==> src/rtl/mc_pkg.sv <==
`default_nettype none
// ============================================================================
//  Module      : mc_pkg
//  Description : Shared types and encodings for the multi-cycle RV32I control
//                FSM: state encoding, instruction classes, opcode values,
//                PC-source and writeback-select encodings, and the opcode to
//                class decoder.
//  Revision    : 1.0 - initial release
// ============================================================================
package mc_pkg;

   // Control FSM state. The numeric values are visible on state_o.
   typedef enum logic [2:0] {
      ST_FETCH  = 3'd0,
      ST_DECODE = 3'd1,
      ST_EXEC   = 3'd2,
      ST_MEM    = 3'd3,
      ST_WB     = 3'd4,
      ST_HALT   = 3'd5
   } state_e;

   // Instruction class, latched once per instruction in DECODE.
   typedef enum logic [3:0] {
      CLS_RTYPE   = 4'd0,
      CLS_IALU    = 4'd1,
      CLS_LOAD    = 4'd2,
      CLS_STORE   = 4'd3,
      CLS_BRANCH  = 4'd4,
      CLS_JAL     = 4'd5,
      CLS_JALR    = 4'd6,
      CLS_LUI     = 4'd7,
      CLS_AUIPC   = 4'd8,
      CLS_FENCE   = 4'd9,
      CLS_SYSTEM  = 4'd10,
      CLS_ILLEGAL = 4'd11
   } iclass_e;

   // RV32I major opcodes
   localparam logic [6:0] OPC_RTYPE  = 7'b0110011;
   localparam logic [6:0] OPC_IALU   = 7'b0010011;
   localparam logic [6:0] OPC_LOAD   = 7'b0000011;
   localparam logic [6:0] OPC_STORE  = 7'b0100011;
   localparam logic [6:0] OPC_BRANCH = 7'b1100011;
   localparam logic [6:0] OPC_JAL    = 7'b1101111;
   localparam logic [6:0] OPC_JALR   = 7'b1100111;
   localparam logic [6:0] OPC_LUI    = 7'b0110111;
   localparam logic [6:0] OPC_AUIPC  = 7'b0010111;
   localparam logic [6:0] OPC_FENCE  = 7'b0001111;
   localparam logic [6:0] OPC_SYSTEM = 7'b1110011;

   // PC next-value select
   localparam logic [1:0] PC_SRC_PLUS4 = 2'd0;  // PC + 4
   localparam logic [1:0] PC_SRC_IMM   = 2'd1;  // PC + imm
   localparam logic [1:0] PC_SRC_ALU   = 2'd2;  // ALU result & ~1

   // Register-file writeback select
   localparam logic [1:0] WB_SEL_ALU  = 2'd0;
   localparam logic [1:0] WB_SEL_LOAD = 2'd1;
   localparam logic [1:0] WB_SEL_PC4  = 2'd2;
   localparam logic [1:0] WB_SEL_IMM  = 2'd3;

   // Map a major opcode to its instruction class; unknown opcodes are ILLEGAL.
   function automatic iclass_e decode_class(input logic [6:0] opc);
      iclass_e cls;
      case (opc)
         OPC_RTYPE  : cls = CLS_RTYPE;
         OPC_IALU   : cls = CLS_IALU;
         OPC_LOAD   : cls = CLS_LOAD;
         OPC_STORE  : cls = CLS_STORE;
         OPC_BRANCH : cls = CLS_BRANCH;
         OPC_JAL    : cls = CLS_JAL;
         OPC_JALR   : cls = CLS_JALR;
         OPC_LUI    : cls = CLS_LUI;
         OPC_AUIPC  : cls = CLS_AUIPC;
         OPC_FENCE  : cls = CLS_FENCE;
         OPC_SYSTEM : cls = CLS_SYSTEM;
         default    : cls = CLS_ILLEGAL;
      endcase
      return cls;
   endfunction

endpackage
`default_nettype wire

==> src/rtl/mc_ctrl_br_cond.sv <==
`default_nettype none
// ============================================================================
//  Module      : br_cond
//  Description : Combinational RV32I branch-condition evaluator. Turns the
//                branch funct3 and the ALU comparison flags into a taken
//                decision, and flags the two reserved funct3 codes.
//  Ports       : funct3_i   - branch funct3 field
//                zero_i     - ALU result == 0 (src1 == src2 for SUB)
//                lt_i       - signed src1 < src2
//                ltu_i      - unsigned src1 < src2
//                taken_o    - branch condition holds
//                illegal_o  - funct3 is 010 or 011 (no such branch)
//  Revision    : 1.0 - initial release
// ============================================================================
module br_cond (
   input  logic [2:0] funct3_i,
   input  logic       zero_i,
   input  logic       lt_i,
   input  logic       ltu_i,
   output logic       taken_o,
   output logic       illegal_o
);

   always_comb begin
      taken_o   = 1'b0;
      illegal_o = 1'b0;
      case (funct3_i)
         3'b000  : taken_o = zero_i;    // BEQ
         3'b001  : taken_o = ~zero_i;   // BNE
         3'b100  : taken_o = lt_i;      // BLT
         3'b101  : taken_o = ~lt_i;     // BGE
         3'b110  : taken_o = ltu_i;     // BLTU
         3'b111  : taken_o = ~ltu_i;    // BGEU
         default : illegal_o = 1'b1;    // 010, 011 reserved
      endcase
   end

endmodule
`default_nettype wire

==> src/rtl/mc_ctrl.sv <==
`default_nettype none
// ============================================================================
//  Module      : mc_ctrl
//  Description : Multi-cycle control FSM for a single-issue RV32I datapath.
//                Sequences FETCH/DECODE/EXEC/MEM/WB, drives PC/IR/regfile
//                enables and datapath muxes, runs the data-memory req/ready
//                handshake with an optional timeout, evaluates branches and
//                counts retired instructions.
//  Ports       : clk, rst            - clock, synchronous active-high reset
//                opcode_i, funct3_i  - fields of the IR-held instruction
//                alu_zero_i/lt_i/ltu_i - ALU comparison flags
//                dmem_ready_i        - data memory completes access
//                ir_we_o, pc_we_o, pc_src_o       - fetch / PC control
//                alu_src1_sel_o, alu_src2_sel_o   - ALU operand muxes
//                rf_we_o, wb_sel_o                - register writeback
//                dmem_req_o, dmem_we_o            - data memory request
//                state_o, halted_o, illegal_o, bus_err_o - status
//                instret_o                        - retired instruction count
//  Revision    : 1.0 - initial release
// ============================================================================
module mc_ctrl
   import mc_pkg::*;
#(
   parameter int unsigned DMEM_TIMEOUT = 16,
   parameter int unsigned CNT_W        = 32
) (
   input  logic             clk,
   input  logic             rst,
   input  logic [6:0]       opcode_i,
   input  logic [2:0]       funct3_i,
   input  logic             alu_zero_i,
   input  logic             alu_lt_i,
   input  logic             alu_ltu_i,
   input  logic             dmem_ready_i,
   output logic             ir_we_o,
   output logic             pc_we_o,
   output logic [1:0]       pc_src_o,
   output logic             alu_src1_sel_o,
   output logic             alu_src2_sel_o,
   output logic             rf_we_o,
   output logic [1:0]       wb_sel_o,
   output logic             dmem_req_o,
   output logic             dmem_we_o,
   output logic [2:0]       state_o,
   output logic             halted_o,
   output logic             illegal_o,
   output logic             bus_err_o,
   output logic [CNT_W-1:0] instret_o
);

   // The wait counter only has to reach DMEM_TIMEOUT-1: the timeout fires on
   // the cycle the counter already shows that many earlier empty MEM cycles.
   localparam int unsigned TMO_W    = (DMEM_TIMEOUT < 2) ? 1 : $clog2(DMEM_TIMEOUT);
   localparam bit          TMO_EN   = (DMEM_TIMEOUT != 0);
   localparam int unsigned TMO_LASTI = (DMEM_TIMEOUT == 0) ? 0 : DMEM_TIMEOUT - 1;
   localparam logic [TMO_W-1:0] TMO_LAST = TMO_W'(TMO_LASTI);

   state_e             state_q,   state_d;
   iclass_e            class_q,   class_d;
   logic               illegal_q, illegal_d;
   logic               bus_err_q, bus_err_d;
   logic [TMO_W-1:0]   tmo_q,     tmo_d;
   logic [CNT_W-1:0]   instret_q, instret_d;
   logic               retire;

   logic               br_taken;
   logic               br_illegal;

   br_cond u_br_cond (
      .funct3_i  (funct3_i),
      .zero_i    (alu_zero_i),
      .lt_i      (alu_lt_i),
      .ltu_i     (alu_ltu_i),
      .taken_o   (br_taken),
      .illegal_o (br_illegal)
   );

   // ------------------------------------------------------------------------
   // Next-state and output decode
   // ------------------------------------------------------------------------
   always_comb begin
      state_d        = state_q;
      class_d        = class_q;
      illegal_d      = illegal_q;
      bus_err_d      = bus_err_q;
      tmo_d          = tmo_q;
      retire         = 1'b0;

      ir_we_o        = 1'b0;
      pc_we_o        = 1'b0;
      pc_src_o       = PC_SRC_PLUS4;
      alu_src1_sel_o = 1'b0;
      alu_src2_sel_o = 1'b0;
      rf_we_o        = 1'b0;
      wb_sel_o       = WB_SEL_ALU;
      dmem_req_o     = 1'b0;
      dmem_we_o      = 1'b0;

      // The datapath has no ALU output register, so the operand selection
      // chosen in EXEC is held through MEM (address) and WB (ALU writeback).
      if (state_q == ST_EXEC || state_q == ST_MEM || state_q == ST_WB) begin
         alu_src1_sel_o = (class_q == CLS_AUIPC);
         alu_src2_sel_o = !(class_q == CLS_RTYPE || class_q == CLS_BRANCH);
      end

      case (state_q)
         ST_FETCH: begin
            ir_we_o = 1'b1;
            state_d = ST_DECODE;
         end

         ST_DECODE: begin
            class_d = decode_class(opcode_i);
            if (class_d == CLS_ILLEGAL) begin
               illegal_d = 1'b1;
               state_d   = ST_HALT;
            end else if (class_d == CLS_SYSTEM) begin
               state_d   = ST_HALT;
            end else begin
               state_d   = ST_EXEC;
            end
         end

         ST_EXEC: begin
            case (class_q)
               CLS_BRANCH: begin
                  if (br_illegal) begin
                     illegal_d = 1'b1;
                     state_d   = ST_HALT;
                  end else begin
                     pc_we_o  = 1'b1;
                     pc_src_o = br_taken ? PC_SRC_IMM : PC_SRC_PLUS4;
                     retire   = 1'b1;
                     state_d  = ST_FETCH;
                  end
               end
               CLS_FENCE: begin
                  pc_we_o = 1'b1;
                  retire  = 1'b1;
                  state_d = ST_FETCH;
               end
               CLS_LOAD, CLS_STORE: state_d = ST_MEM;
               default:             state_d = ST_WB;
            endcase
         end

         ST_MEM: begin
            dmem_req_o = 1'b1;
            dmem_we_o  = (class_q == CLS_STORE);
            // Ready is tested first so a completion on the timeout cycle wins.
            if (dmem_ready_i) begin
               tmo_d = '0;
               if (class_q == CLS_STORE) begin
                  pc_we_o = 1'b1;
                  retire  = 1'b1;
                  state_d = ST_FETCH;
               end else begin
                  state_d = ST_WB;
               end
            end else if (TMO_EN) begin
               if (tmo_q == TMO_LAST) begin
                  bus_err_d = 1'b1;
                  tmo_d     = '0;
                  state_d   = ST_HALT;
               end else begin
                  tmo_d = tmo_q + 1'b1;
               end
            end
         end

         ST_WB: begin
            rf_we_o = 1'b1;
            pc_we_o = 1'b1;
            case (class_q)
               CLS_LOAD:           wb_sel_o = WB_SEL_LOAD;
               CLS_JAL, CLS_JALR:  wb_sel_o = WB_SEL_PC4;
               CLS_LUI:            wb_sel_o = WB_SEL_IMM;
               default:            wb_sel_o = WB_SEL_ALU;
            endcase
            case (class_q)
               CLS_JAL:  pc_src_o = PC_SRC_IMM;
               CLS_JALR: pc_src_o = PC_SRC_ALU;
               default:  pc_src_o = PC_SRC_PLUS4;
            endcase
            retire  = 1'b1;
            state_d = ST_FETCH;
         end

         ST_HALT: state_d = ST_HALT;

         // Unused encodings can only appear through an upset; park safely.
         default: state_d = ST_HALT;
      endcase

      instret_d = retire ? instret_q + CNT_W'(1) : instret_q;
   end

   // ------------------------------------------------------------------------
   // State registers
   // ------------------------------------------------------------------------
   always_ff @(posedge clk) begin
      if (rst) begin
         state_q   <= ST_FETCH;
         class_q   <= CLS_RTYPE;
         illegal_q <= 1'b0;
         bus_err_q <= 1'b0;
         tmo_q     <= '0;
         instret_q <= '0;
      end else begin
         state_q   <= state_d;
         class_q   <= class_d;
         illegal_q <= illegal_d;
         bus_err_q <= bus_err_d;
         tmo_q     <= tmo_d;
         instret_q <= instret_d;
      end
   end

   assign state_o   = state_q;
   assign halted_o  = (state_q == ST_HALT);
   assign illegal_o = illegal_q;
   assign bus_err_o = bus_err_q;
   assign instret_o = instret_q;

endmodule
`default_nettype wire

==> config.mk <==
export PLATFORM = sky130hd
export DESIGN_NAME = mc_ctrl
export DESIGN_NICKNAME = d
export VERILOG_FILES = /design/src/rtl/mc_pkg.sv /design/src/rtl/mc_ctrl_br_cond.sv /design/src/rtl/mc_ctrl.sv
export SDC_FILE = /design/constraint.sdc
export NUM_CORES = 1
export LEC_CHECK = 0
export CORE_MARGIN = 2
export CORE_UTILIZATION = 44
export DETAILED_ROUTE_END_ITERATION = 7
export PLACE_DENSITY_LB_ADDON = 0.05
export SKIP_LAST_GASP = 1
export SYNTH_ARGS = -nofsm -noshare
export SYNTH_HDL_FRONTEND = slang
export SYNTH_SLANG_ARGS = --single-unit
==> constraint.sdc <==
create_clock -name clk -period 2.5 [get_ports clk]
set_input_delay 0.75 -clock clk [delete_from_list [all_inputs] [get_ports clk]]
set_output_delay 0.75 -clock clk [all_outputs]
set_load 0.01 [all_outputs]
# After elaboration in Yosys (flattened, before gate mapping)
# Cells that the tools add are included.
[word_totals] out_inout_bits=49 wordCells=96 in_bits=16 reg_bits=45
[classes] eq_ne=36 muxes=35 bitwise_logic=4 reduce_logical=13 n_addsub=2
[op_table] cell="case mux 4 bit (11 select lines)" n=1
[op_table] cell="adder 32 x 1 -> 32 bit, second input constant" n=1
[op_table] cell="equality test 7 bit, second input constant" n=4
[op_table] cell="equality test 7 x 6 -> 1 bit, second input constant" n=3
[op_table] cell="equality test 4 bit, second input constant" n=5
[op_table] cell="equality test 3 bit, second input constant" n=6
[op_table] cell="two-way mux 3 bit" n=6
[op_table] cell="equality test 4 x 3 -> 1 bit, second input constant" n=4
[op_table] cell="two-way mux 1 bit" n=15
[op_table] cell="case mux 3 bit (5 select lines)" n=1
[op_table] cell="equality test 7 x 5 -> 1 bit, second input constant" n=2
[op_table] cell="two-way mux 4 bit" n=3
[op_table] cell="case mux 3 bit (3 select lines)" n=1
[op_table] cell="equality test 4 x 2 -> 1 bit, second input constant" n=2
[op_table] cell="case mux 2 bit (2 select lines)" n=2
[op_table] cell="equality test 7 x 2 -> 1 bit, second input constant" n=1
[op_table] cell="equality test 7 x 4 -> 1 bit, second input constant" n=1
[op_table] cell="equality test 3 x 1 -> 1 bit, second input constant" n=2
[op_table] cell="equality test 3 x 2 -> 1 bit, second input constant" n=2
[op_table] cell="zero test 3 bit" n=2
[op_table] cell="case mux 1 bit (6 select lines)" n=1
[op_table] cell="case mux 2 bit (3 select lines)" n=1
[op_table] cell="OR reduction 6 bit" n=1
[op_table] cell="adder 4 x 1 -> 4 bit, second input constant" n=1
[op_table] cell="other kinds (14)" n=22

# Longest topological paths before layout
# Gate-level depths: netlist of the first run.
[logic_depth] word_depth=7 depth_mapped=10 ltp_nobuf=7

# By module
# Synthesis of the first run repeated with hierarchy kept, for this count alone.
[unflattened] hier_cells=337 hier_area_um2=2613.8
[by_module_without_submodules] module="mc_ctrl" area_each_um2=2567.5 n_inst=1 seq_area_each_um2=900.9 cells_per_inst=331
[by_module_without_submodules] module="br_cond" area_each_um2=46.3 n_inst=1 seq_area_each_um2=0.0 cells_per_inst=6

# Worst setup path before layout of the first run
# Ideal clock, no wire load.
[synth_timing] path_kind="input to output" startpoint="input port funct3_i[2]" endpoint="output port pc_src_o[0]" required_time_ps=1750 arrival_ps=1687 path_buffers=0 path_stages=5 path_slack_ps=63 cell_sequence="mux2i_1 -> xor2_1 -> o21ai_0 -> a31oi_1 -> nor4b_1"
[synth_between] elab_chain_len=6 word_cells_on_any_way=12 cone_classes="eq/ne (5); mux (5); reduce/logical (2)"
[synth_rtl] element="start, declared" line="mc_ctrl.sv:30" rtl="input logic [2:0] funct3_i,"
[synth_rtl] element="equality test 3 bit, or another cell as far along" line="mc_ctrl_br_cond.sv:27" rtl="case (funct3_i)"
[synth_rtl] element="case mux 1 bit (6 select lines)" line="mc_ctrl_br_cond.sv:27"
[synth_rtl] element="two-way mux 1 bit" line="mc_ctrl.sv:132" rtl="pc_src_o = br_taken ? PC_SRC_IMM : PC_SRC_PLUS4;"
[synth_rtl] element="two-way mux 1 bit (*)" line="mc_ctrl.sv:127" rtl="if (br_illegal) begin"
[synth_rtl] element="two-way mux 1 bit (*)" line="mc_ctrl.sv:125" rtl="case (class_q)"
[synth_rtl] element="case mux 2 bit (2 select lines) (*)" line="mc_ctrl.sv:106" rtl="case (state_q)"
[synth_rtl] element="end, declared" line="mc_ctrl.sv:37" rtl="output logic [1:0] pc_src_o,"
# Every way passes the cells marked *; elsewhere a longest branch is shown, timed or not.

# Final worst setup path of the first run
[layout_timing] startpoint="input port funct3_i[0]" endpoint="output port pc_src_o[0]"
# The elaborated chain is that of the path after synthesis.

==> summary.txt, run 1 <==
CTS
  – Sink Count: 45
  – CTS root buf: clkbuf_8
  – TritonCTS clock tree: built
  – Cts bufs inserted: 5
  – Max Root-Sink Buffers: 2
  – Clk_lat worst skew: 0.28 ns
  – CTS H-tree lvls: 2
  – Clock transition at path regs: 0.08 ns

Outcome
  – Outcome: complete, but fails checks
  – Failing checks: negative setup slack

Final layout
  – Final #Nets: 436
  – Final Util: 0.658
  – Share of layout cells above drive strength 1: 0.161
  – Fill cell count: 505
  – Finished Cell Area: 3670 sq um
  – Area delta synth->final: 42.7%
  – Ant diodes: 0

Worst setup path
  – CP Cell Sequence: dlygate4sd2_1 > xor2_1 > nand3_1 > o21ai_1 > a31oi_1 > nor4b_2 > buf_2
  – Worst EP required: 1.75 ns
  – Critical path capture point type: primary output
  – Setup Crit Path Kind: input port to primary output
  – R2r worst-path depth: 7
  – CP max FO: 2
  – Max incr delay on CP: 0.26 ns
  – Crit path DAT: 1.84 ns
  – R2R setup slack: 0.18 ns
  – Worst R2R End: instret_o[7]
  – Worst r2r src: state_o[1]
  – CP max stage cell: dlygate4sd2_1
  – Startpoint Class: input port

Flow run
  – Max cap viols: 0

Place
  – Post-DP Area: 3550 sq um
  – Dpl hpwl: 4780 um
  – Port bufs: 64
  – Routability cong.: 0.825

Synthesis
  – Yosys warnings: 0
  – Synth area leader: dfxtp_1
  – Post-Synthesis Net Count: 347
  – Ys async rst share: 0
  – Area share of the largest cell type after synthesis: 0.350
  – Top FF cell, synth: dfxtp_1
  – Seq cells post-synth: 45
  – Post-Syn Instances: 329
  – Sequential fraction of the synthesis area: 0.350
  – Syn_area_per_cell: 7.82 sq um
  – EDFF count, synth: 0
  – Top post-synthesis cells by area: dfxtp_1 (35%), a21oi_1 (7.8%), o31ai_1 (5.5%)
  – Mapped Area: 2570 sq um
  – Unique masters post-synth: 55

Die
  – Site Rows: 27
  – Die Wd: 80.5 um
  – Die Height: 80.5 um
  – I/O pin cnt: 65
  – Die Area: 6470 sq um
  – Core area: 5570 sq um
  – Initial Util: 0.462

Timing
  – Final Max Slew Viols: 0
  – Clock skew: 0.00357 ns
  – Final setup violating endpoints: 1
  – Least-Margin Pin Slew: 0.553 ns
  – Final worst-path cycle share: 1.04
  – Final min period: 2.59 ns
  – Worst setup margin: -0.0947 ns
  – Max_slew headroom: 0.626
  – Hold violation count in the final report: 0
  – FMAX: 385 MHz
  – RSZ-0062 raised after global routing: yes

Global routing
  – Pin count of the biggest net entering global routing: 30
  – GRT Total Usage: 0.214
  – First-pass GRT wire length: 11200 um
  – Vias in the first global route: 2558
  – Overflow after GRT: 0
  – Antenna violations before repair: 0

Power and ir drop
  – Max VDD drop: 0.273 mV
  – PwrDens: 427 nW/um^2
  – Lkg Pwr: 1.33 nW
  – Overall power: 1.57 mW

Route
  – Avg Vias per Cell: 5.56
  – Wire per inst: 13.6 um
  – Initial DRT Pass Iterations: 4
  – Drt initial violations: 93
  – DR DRC count: 0
  – ANT nets after route: 0
  – Via count: 2721
  – Routed wire length: 6660 um

Worst hold path
  – Hold Crit Depth: 2
  – WHS Endpoint: tmo_q[1]
  – Critical hold path startpoint: tmo_q[1]
  – Hold Path Class: flip-flop to flip-flop
==> worst max path at each step <==
stage | from | to | slack, ns
after floorplan | funct3_i[2] | pc_src_o[0] | 0.06
after global placement | funct3_i[2] | pc_src_o[0] | -0.90
after detailed placement | funct3_i[2] | pc_src_o[0] | -0.98
after CTS | funct3_i[2] | pc_src_o[0] | -0.20
after global routing | funct3_i[2] | pc_src_o[0] | -0.16
final | funct3_i[0] | pc_src_o[0] | -0.09
==> timing repair <==
action,in CTS,in global routing
hold buffers,0,0
resized for setup,28,17
pin swaps,7,7
buffers inserted,0,0
setup endpoints to repair,19,7
cloned,0,0
==> critical path: cells and delay by family <==
kind	cells	cell delay [ns]
buffers and inverters	2	0.44
AND/OR/NAND/NOR	2	0.33
AO/OA/AOI/OAI	2	0.18
XOR/XNOR	1	0.15
==> power breakdown <==
part / switching [mW] / internal [mW] / total (mW)
clock network: 0.225 / 0.184 / 0.410
registers: 0.0304 / 0.739 / 0.769
logic: 0.186 / 0.202 / 0.388
==> layer usage <==
layer / wire [um] / up-vias / part of all wire / GRT usage
li1: - / 1400 / - / -
met1: 3300 / 1277 / 0.50 / 0.290
met2: 3140 / 40 / 0.47 / 0.353
met3: 182 / 4 / 0.027 / 0.0382
met4: 31 / 0 / 0.0047 / 0.0475
met5: 0 / - / 0 / 0
==> final cells by class <==
type / count / area, sq um / area share
well taps: 72 / 90.1 / 0.0245
repair buffers: 104 / 960 / 0.262
clock inverters: 1 / 5.00 / 0.00136
multi-input cells: 246 / 1580 / 0.430
flip-flops and latches: 45 / 906 / 0.247
inverters: 16 / 62.6 / 0.0170
clock buffers: 5 / 68.8 / 0.0188
==> cells in the final DEF, fill, tap and decap left out, types with 3 or more instances in the layout <==
cell type	instances
or3_1	10
buf_4	37
or4_1	18
buf_2	3
nor4b_1	4
a21oi_1	39
nor2b_1	5
o21ai_1	6
dfxtp_2	4
o31ai_1	19
dfxtp_1	41
nand4_1	4
nor3_1	6
mux2i_1	3
clkdlybuf4s15_1	3
and2_1	3
nor2_1	22
xor2_1	4
buf_12	3
dlygate4sd2_1	7
inv_1	14
nand2_1	23
o21ai_0	15
clkdlybuf4s50_1	49
and3_1	4
nor3b_1	4
clkbuf_8	5
nand3_1	14
==> state kept, by name, summed over array words and instances, names as in the netlist <==
register	cells
illegal_o	1
bus_err_o	1
instret_o	32
state_o	3
class_q	4
tmo_q	4
==> per-stage QoR <==
| stage | cells | TNS (ns) | hold slack (ns) | setup WS [ns] |
|---|---|---|---|---|
| after detailed placement | 483 | -10.25 | 0.470 | -0.983 |
| after floorplan | 329 | 0 | 0.448 | 0.0633 |
| after CTS | 489 | -0.525 | 0.482 | -0.197 |
| after global routing | 489 | -0.208 | 0.516 | -0.160 |
| after global placement | 483 | -9.22 | 0.459 | -0.899 |
| final | 489 | -0.0947 | 0.480 | -0.0947 |
==> cell usage after synthesis, types with 3 or more instances <==
cell type / number
nand2_1: 23
dfxtp_1: 45
inv_1: 14
and3_1: 4
clkbuf_1: 11
or4_1: 18
nand4_1: 4
buf_2: 8
nor2_1: 23
nor2b_1: 5
and2_1: 3
o31ai_1: 19
mux2i_1: 3
nor4b_1: 5
nor3b_1: 5
o21ai_1: 5
o21ai_0: 16
or3_1: 10
a21oi_1: 40
nand3_1: 14
xor2_1: 4
nor3_1: 6
==> cell families (layout without fill, tap and decap cells) <==
kind of cell,after synthesis,count (layout),synth area share
mux,3,3,0.0117
flops,45,45,0.350
buf+inv,38,126,0.0603
simple gates,134,134,0.305
compound gates,101,101,0.242
xor+xnor,6,6,0.0204
fa+ha+maj,2,2,0.00973
Note: power is estimated with default switching activity, not from simulation.
==> inputs of run 2 (changes only) <==
- ABC_AREA: not set -> 1
- CORE_UTILIZATION: 44 -> 46
==> run 2 against run 1 <==
The flow now finishes without violations; via count rose by 26%; core utilization is 4.8 points lower; non-clock buffer count down 28; die area increased by 12%; total power increased by 23%; clock power rose by 13%; critical path depth unchanged; area after synthesis rose by 17%; fmax increased by 4.7%; routed wire length grew 24%; setup slack better by 0.12 ns.
==> summary.txt, run 2 <==
Outcome
  – Outcome: complete, no violations (was complete, but fails checks)

Global routing
  – First-pass GRT wire length: 14200 um (was 11200 um)
  – Vias in the first global route: 3145 (was 2558)
  – Overflow after GRT: 0 (unchanged)
  – Antenna violations before repair: 0 (unchanged)
  – GRT Total Usage: 0.237 (was 0.214)
  – Pin count of the biggest net entering global routing: 39 (was 30)

Route
  – Avg Vias per Cell: 5.12 (was 5.56)
  – Wire per inst: 12.3 um (was 13.6 um)
  – Initial DRT Pass Iterations: 4 (unchanged)
  – ANT nets after route: 0 (unchanged)
  – DR DRC count: 0 (unchanged)
  – Drt initial violations: 249 (was 93)
  – Via count: 3417 (was 2721)
  – Routed wire length: 8250 um (was 6660 um)

Synthesis
  – Top post-synthesis cells by area: dfxtp_1 (30%), nand2_1 (24%), nor2_1 (11%) (was dfxtp_1 (35%), a21oi_1 (7.8%), o31ai_1 (5.5%))
  – Most instantiated cells after synthesis: nand2_1 (191), nor2_1 (86), inv_1 (49) (was dfxtp_1 (45), a21oi_1 (40), nand2_1 (23), nor2_1 (23), o31ai_1 (19))
  – Unique masters post-synth: 28 (was 55)
  – Top FF cell, synth: dfxtp_1 (unchanged)
  – Area share of the largest cell type after synthesis: 0.298 (was 0.350)
  – Ys async rst share: 0 (unchanged)
  – Mapped Area: 3020 sq um (was 2570 sq um)
  – EDFF count, synth: 0 (unchanged)
  – Sequential fraction of the synthesis area: 0.298 (was 0.350)
  – Seq cells post-synth: 45 (unchanged)
  – Yosys warnings: 0 (unchanged)
  – Synth area leader: dfxtp_1 (unchanged)
  – Post-Syn Instances: 520 (was 329)
  – Syn_area_per_cell: 5.81 sq um (was 7.82 sq um)
  – Most numerous cell in the Yosys netlist: nand2_1 (was dfxtp_1)
  – Post-Synthesis Net Count: 538 (was 347)

Final layout
  – Max reg flops: 32 (unchanged)
  – Ant diodes: 0 (unchanged)
  – Most common cell after layout, fill and taps aside: nand2_1 (was clkdlybuf4s50_1)
  – Finished Cell Area: 3870 sq um (was 3670 sq um)
  – Share of layout cells above drive strength 1: 0.0711 (was 0.161)
  – Area delta synth->final: 28.2% (was 42.7%)
  – Commonest non-fill, non-tap cells in the layout: nand2_1 (191), nor2_1 (85), clkdlybuf4s50_1 (52) (was clkdlybuf4s50_1 (49), dfxtp_1 (41), a21oi_1 (39))
  – Final Util: 0.610 (was 0.658)
  – Final #Nets: 609 (was 436)

Timing
  – Least-Margin Pin Slew: 0.437 ns (was 0.553 ns)
  – Final min period: 2.48 ns (was 2.59 ns)
  – Hold violation count in the final report: 0 (unchanged)
  – Final Max Slew Viols: 0 (unchanged)
  – Max_slew headroom: 0.708 (was 0.626)
  – FMAX: 403 MHz (was 385 MHz)
  – Worst setup margin: 0.0206 ns (was -0.0947 ns)
  – RSZ-0062 raised after global routing: yes (unchanged)
  – Final worst-path cycle share: 0.992 (was 1.04)
  – Setup TNS: 0 ns (was -0.0947 ns)
  – Clock skew: 0.00775 ns (was 0.00357 ns)
  – Final setup violating endpoints: 0 (was 1)

Worst setup path
  – Critical path capture point type: primary output (unchanged)
  – R2R setup slack: 0.55 ns (was 0.18 ns)
  – Worst EP required: 1.75 ns (about the same)
  – CP max FO: 2 (unchanged)
  – Startpoint Class: input port (unchanged)
  – Setup crit end: pc_src_o[0] (unchanged)
  – Crit path DAT: 1.73 ns (was 1.84 ns)
  – R2r worst-path depth: 12 (was 7)
  – Worst r2r src: class_q[0] (was state_o[1])
  – Setup Crit Path Kind: input port to primary output (unchanged)
  – Worst Setup SP: alu_ltu_i (was funct3_i[0])
  – Worst R2R End: instret_o[5] (was instret_o[7])

Place
  – Pre-CTS setup slack: -0.641 ns (was -0.983 ns)
  – Routability cong.: 0.912 (was 0.825)
  – Port bufs: 64 (unchanged)
  – Post-DP Area: 3770 sq um (was 3550 sq um)
  – Dpl hpwl: 6390 um (was 4780 um)

CTS
  – Sink Count: 45 (unchanged)
  – Cts hold-fix bufs: 0 (unchanged)
  – CTS H-tree lvls: 2 (unchanged)
  – CTS root buf: clkbuf_8 (unchanged)
  – Max Root-Sink Buffers: 2 (unchanged)
  – Postcts setup bufs: 0 (unchanged)
  – Clk_lat worst skew: 0.30 ns (was 0.28 ns)
  – Clock transition at path regs: 0.08 ns (about the same)
  – Cts bufs inserted: 5 (unchanged)
  – TritonCTS clock tree: built (unchanged)

Die
  – Die Area: 7230 sq um (was 6470 sq um)
  – Die Wd: 85.1 um (was 80.5 um)
  – Die Height: 85.1 um (was 80.5 um)
  – Initial Util: 0.476 (was 0.462)
  – Core area: 6350 sq um (was 5570 sq um)
  – Site Rows: 29 (was 27)
  – I/O pin cnt: 65 (unchanged)

Power and ir drop
  – Lkg Pwr: 1.57 nW (was 1.33 nW)
  – PwrDens: 498 nW/um^2 (was 427 nW/um^2)
  – Max VDD drop: 0.362 mV (was 0.273 mV)

Flow run
  – Max cap viols: 0 (unchanged)

Worst hold path
  – Hold Path Class: flip-flop to flip-flop (unchanged)
run 2: what timing repair did:
action,in CTS,in global routing
pin swaps,8,1
endpoints found under the setup margin,8,7
gates resized for setup,21,9
run 2: how the worst min path moves through the flow:
stage | start | to | slack (ns) | cells past startpoint
after floorplan | tmo_q[0] | tmo_q[0] | 0.46 | 2
after global placement | illegal_o | illegal_o | 0.44 | 2
after detailed placement | illegal_o | illegal_o | 0.44 | 2
after CTS | illegal_o | illegal_o | 0.46 | 2
after global routing | bus_err_o | bus_err_o | 0.48 | 2
final | illegal_o | illegal_o | 0.45 | 2
run 2: cell families after synthesis:
| kind of cell | synth area share |
|---|---|
| compound gates | 0.106 |
| xor+xnor | 0.0319 |
| fa+ha+maj | 0.00828 |
| buf+inv | 0.0894 |
| flops | 0.298 |
| simple gates | 0.467 |
run 2: layer usage:
layer | wire length (um) | vias up | track usage
met5 | 0 | - | 0
met4 | 63 | 0 | 0.0534
li1 | - | 1786 | -
met3 | 489 | 7 | 0.0418
met2 | 3500 | 85 | 0.363
met1 | 4200 | 1539 | 0.348
run 2: cell type report:
| type | count | area [sq um] |
|---|---|---|
| clock buffer | 7 | 86.3 |
| timing repair buffer | 76 | 729 |
| fill | 620 | 2480 |
| inverter | 51 | 191 |
| sequential | 45 | 907 |
| multi-input combinational | 412 | 1860 |
| tap | 77 | 96.3 |
run 2: where the power goes:
| group | switching, mW | internal [mW] | leakage [nW] |
|---|---|---|---|
| registers | 0.0630 | 0.767 | 0.366 |
| clock network | 0.245 | 0.220 | 0.0443 |
| logic | 0.378 | 0.258 | 1.16 |
| total | 0.686 | 1.24 | 1.57 |
run 2: worst max-delay path: stages:
cell and delay (ns):
clkdlybuf4s50_1 0.41, nand2_1 0.07, nand3_1 0.07, o22ai_2 0.14, nand4_1 0.10, nand2_1 0.07
buf_2 0.12
run 2: metrics by stage:
| step | cells | hold slack (ns) | power [mW] |
|---|---|---|---|
| after detailed placement | 661 | 0.441 | 1.47 |
| final | 668 | 0.454 | 1.93 |
| after floorplan | 520 | 0.461 | 1.22 |
| after CTS | 668 | 0.458 | 1.94 |
| after global routing | 668 | 0.480 | 2.04 |
| after global placement | 661 | 0.436 | 1.46 |
==> inputs of run 3 (changes only) <==
- CORE_UTILIZATION: 46 -> 51
- clock period: 2.5 -> 2.8 ns (I/O delays scaled with it)
==> run 3 against run 2 <==
Critical path type unchanged; clock skew about the same; critical path depth stayed put; register-to-register slack improved by 0.14 ns; flip-flop and latch count unchanged; largest power group unchanged; sequential share of layout area up 0.12 points; die area down 9.4%; first-iteration DRC count rose by 22%; critical endpoint unchanged.
==> summary.txt, run 3 (same netlist as run 2, synthesis figures left out) <==
Global routing
  – Vias in the first global route: 2881 (was 3145)
  – First-pass GRT wire length: 13300 um (was 14200 um)
  – Antenna violations before repair: 0 (unchanged)
  – Pin count of the biggest net entering global routing: 39 (unchanged)
  – GRT Total Usage: 0.257 (was 0.237)
  – Overflow after GRT: 0 (unchanged)

Worst setup path
  – Max incr delay on CP: 0.46 ns (was 0.41 ns)
  – CP Cell Sequence: clkdlybuf4s50_1 > nand2_1 > nand3_1 > o22ai_1 > nand4_1 > nand2_1 > buf_2 (was clkdlybuf4s50_1 > nand2_1 > nand3_1 > o22ai_2 > nand4_1 > nand2_1 > buf_2)
  – Buf+Inv Stages, Crit Path: 2 (unchanged)
  – Worst EP required: 1.96 ns (was 1.75 ns)
  – Startpoint Class: input port (unchanged)
  – CP max stage cell: clkdlybuf4s50_1 (unchanged)
  – Crit path DAT: 1.88 ns (was 1.73 ns)
  – CP max FO: 4 (was 2)
  – Cell family with most CP delay: buffers and inverters (unchanged)
  – Setup Crit Path Kind: input port to primary output (unchanged)
  – Critical path capture point type: primary output (unchanged)
  – Most common cell on crit path: nand2_1 (unchanged)

CTS
  – Clk_lat worst skew: 0.31 ns (was 0.30 ns)
  – Clock transition at path regs: 0.09 ns (was 0.08 ns)
  – CTS root buf: clkbuf_8 (unchanged)
  – TritonCTS clock tree: built (unchanged)
  – CTS H-tree lvls: 2 (unchanged)
  – Cts bufs inserted: 5 (unchanged)
  – Sink Count: 45 (unchanged)
  – Postcts setup bufs: 0 (unchanged)
  – Max Root-Sink Buffers: 2 (unchanged)

Route
  – Routed wire length: 8120 um (was 8250 um)
  – Wire per inst: 12.3 um (about the same)
  – DR DRC count: 0 (unchanged)
  – Initial DRT Pass Iterations: 5 (was 4)
  – ANT nets after route: 0 (unchanged)
  – Via count: 3428 (was 3417)
  – Avg Vias per Cell: 5.18 (was 5.12)
  – Drt initial violations: 305 (was 249)

Timing
  – Setup TNS: 0 ns (unchanged)
  – Worst setup margin: 0.0796 ns (was 0.0206 ns)
  – Final worst-path cycle share: 0.972
  – Final Max Slew Viols: 0 (unchanged)
  – Least-Margin Pin Slew: 0.457 ns (was 0.437 ns)
  – Final min period: 2.72 ns
  – FMAX: 368 MHz
  – RSZ-0062 raised after global routing: yes (unchanged)
  – Max_slew headroom: 0.694 (was 0.708)
  – Clock skew: 0.00775 ns (about the same)
  – Final setup violating endpoints: 0 (unchanged)
  – Hold violation count in the final report: 0 (unchanged)
  – Fin Hold WS: 0.462 ns (was 0.454 ns)

Die
  – Die Wd: 81.0 um (was 85.1 um)
  – Die Area: 6560 sq um (was 7230 sq um)
  – Die Height: 81.0 um (was 85.1 um)
  – Initial Util: 0.520 (was 0.476)
  – Site Rows: 28 (was 29)
  – Core area: 5820 sq um (was 6350 sq um)
  – I/O pin cnt: 65 (unchanged)

Final layout
  – Finished Cell Area: 3830 sq um (was 3870 sq um)
  – Final #Nets: 604 (was 609)
  – Fill cell count: 588 (was 620)
  – Area delta synth->final: 26.7% (was 28.2%)
  – Ant diodes: 0 (unchanged)
  – Fin cells: 662 (was 668)
  – Commonest non-fill, non-tap cells in the layout: nand2_1 (191), nor2_1 (85), clkdlybuf4s50_1 (57) (was nand2_1 (191), nor2_1 (85), clkdlybuf4s50_1 (52))
  – Seq. cell area: 901 sq um (was 907 sq um)
  – Most common cell after layout, fill and taps aside: nand2_1 (unchanged)
  – Max reg flops: 32 (unchanged)
  – Share of layout cells above drive strength 1: 0.0545 (was 0.0711)
  – Area of the multi-input gates: 1850 sq um (was 1860 sq um)

Power and ir drop
  – Comb pwr share: 0.320 (was 0.329)
  – PwrDens: 447 nW/um^2 (was 498 nW/um^2)
  – Pint: 1.08 mW (was 1.24 mW)
  – Clk pwr share: 0.246 (was 0.241)
  – Lkg Pwr: 1.50 nW (was 1.57 nW)
  – Reg power frac: 0.434 (was 0.430)
  – Psw: 0.635 mW (was 0.686 mW)
  – Max VDD drop: 0.265 mV (was 0.362 mV)
  – Sw Ratio: 0.371 (was 0.355)

Outcome
  – Outcome: complete, no violations (unchanged)

Place
  – Dpl hpwl: 6240 um (was 6390 um)
  – Routability cong.: 0.936 (was 0.912)
  – Placed cell count: 654 (was 661)
  – Pre-CTS setup slack: -0.459 ns (was -0.641 ns)
  – Post-DP Area: 3730 sq um (was 3770 sq um)
  – Port bufs: 64 (unchanged)

Flow run
  – Max cap viols: 0 (unchanged)

Worst hold path
  – Hold Path Class: flip-flop to flip-flop (unchanged)
run 3: routing by layer:
metal	up-vias	share of wire	track usage
met5	-	0	0
met4	0	0.0084	0.0593
met3	7	0.060	0.0556
met2	111	0.43	0.391
met1	1537	0.50	0.372
li1	1773	-	-
run 3: power groups by stage:
stage          registers (mW)  logic [mW]  clock network (mW)
6_report                0.742       0.547               0.421
5_1_grt                 0.752       0.606               0.453
4_1_cts                 0.741       0.538               0.431
3_5_place_dp            0.756       0.539                   0
3_3_place_gp            0.754       0.533                   0
2_1_floorplan           0.750       0.343                   0
run 3: worst reg2reg max path, delay by kind of cell (launching register included):
kind | cells | cell delay [ns]
buffers and inverters | 4 | 0.74
DFF | 1 | 0.42
and+or+nand+nor | 7 | 0.77
AOI/OAI and AO/OA | 1 | 0.13
run 3: cell type report:
type                       count  share of cell area
inverter                      51              0.0500
timing repair buffer          71               0.182
tap                           75              0.0245
clock buffer                   5              0.0180
clock inverter                 3             0.00556
multi-input combinational    412               0.484
sequential                    45               0.235
run 3: worst paths after layout:
check                            startpoint           end  slack [ns]  cells after the start
worst min-delay path              illegal_o     illegal_o        0.46                      2
worst max register to register   class_q[2]  instret_o[5]        0.69                     12
worst min register to register    illegal_o     illegal_o        0.46                      2
worst max-delay path            funct3_i[0]   pc_src_o[0]        0.08                      7
run 3: what timing repair did:
item,in CTS,in global routing
setup endpoints to repair,2,5
gates resized for setup,11,7
gates cloned,0,0
pin swaps,1,7
hold buffers,0,0
run 3: per-stage QoR:
step | utilization | power (mW)
2_1_floorplan | - | 1.09
3_3_place_gp | 0.641 | 1.29
3_5_place_dp | 0.641 | 1.30
4_1_cts | 0.655 | 1.71
5_1_grt | 0.658 | 1.81
6_report | 0.658 | 1.71
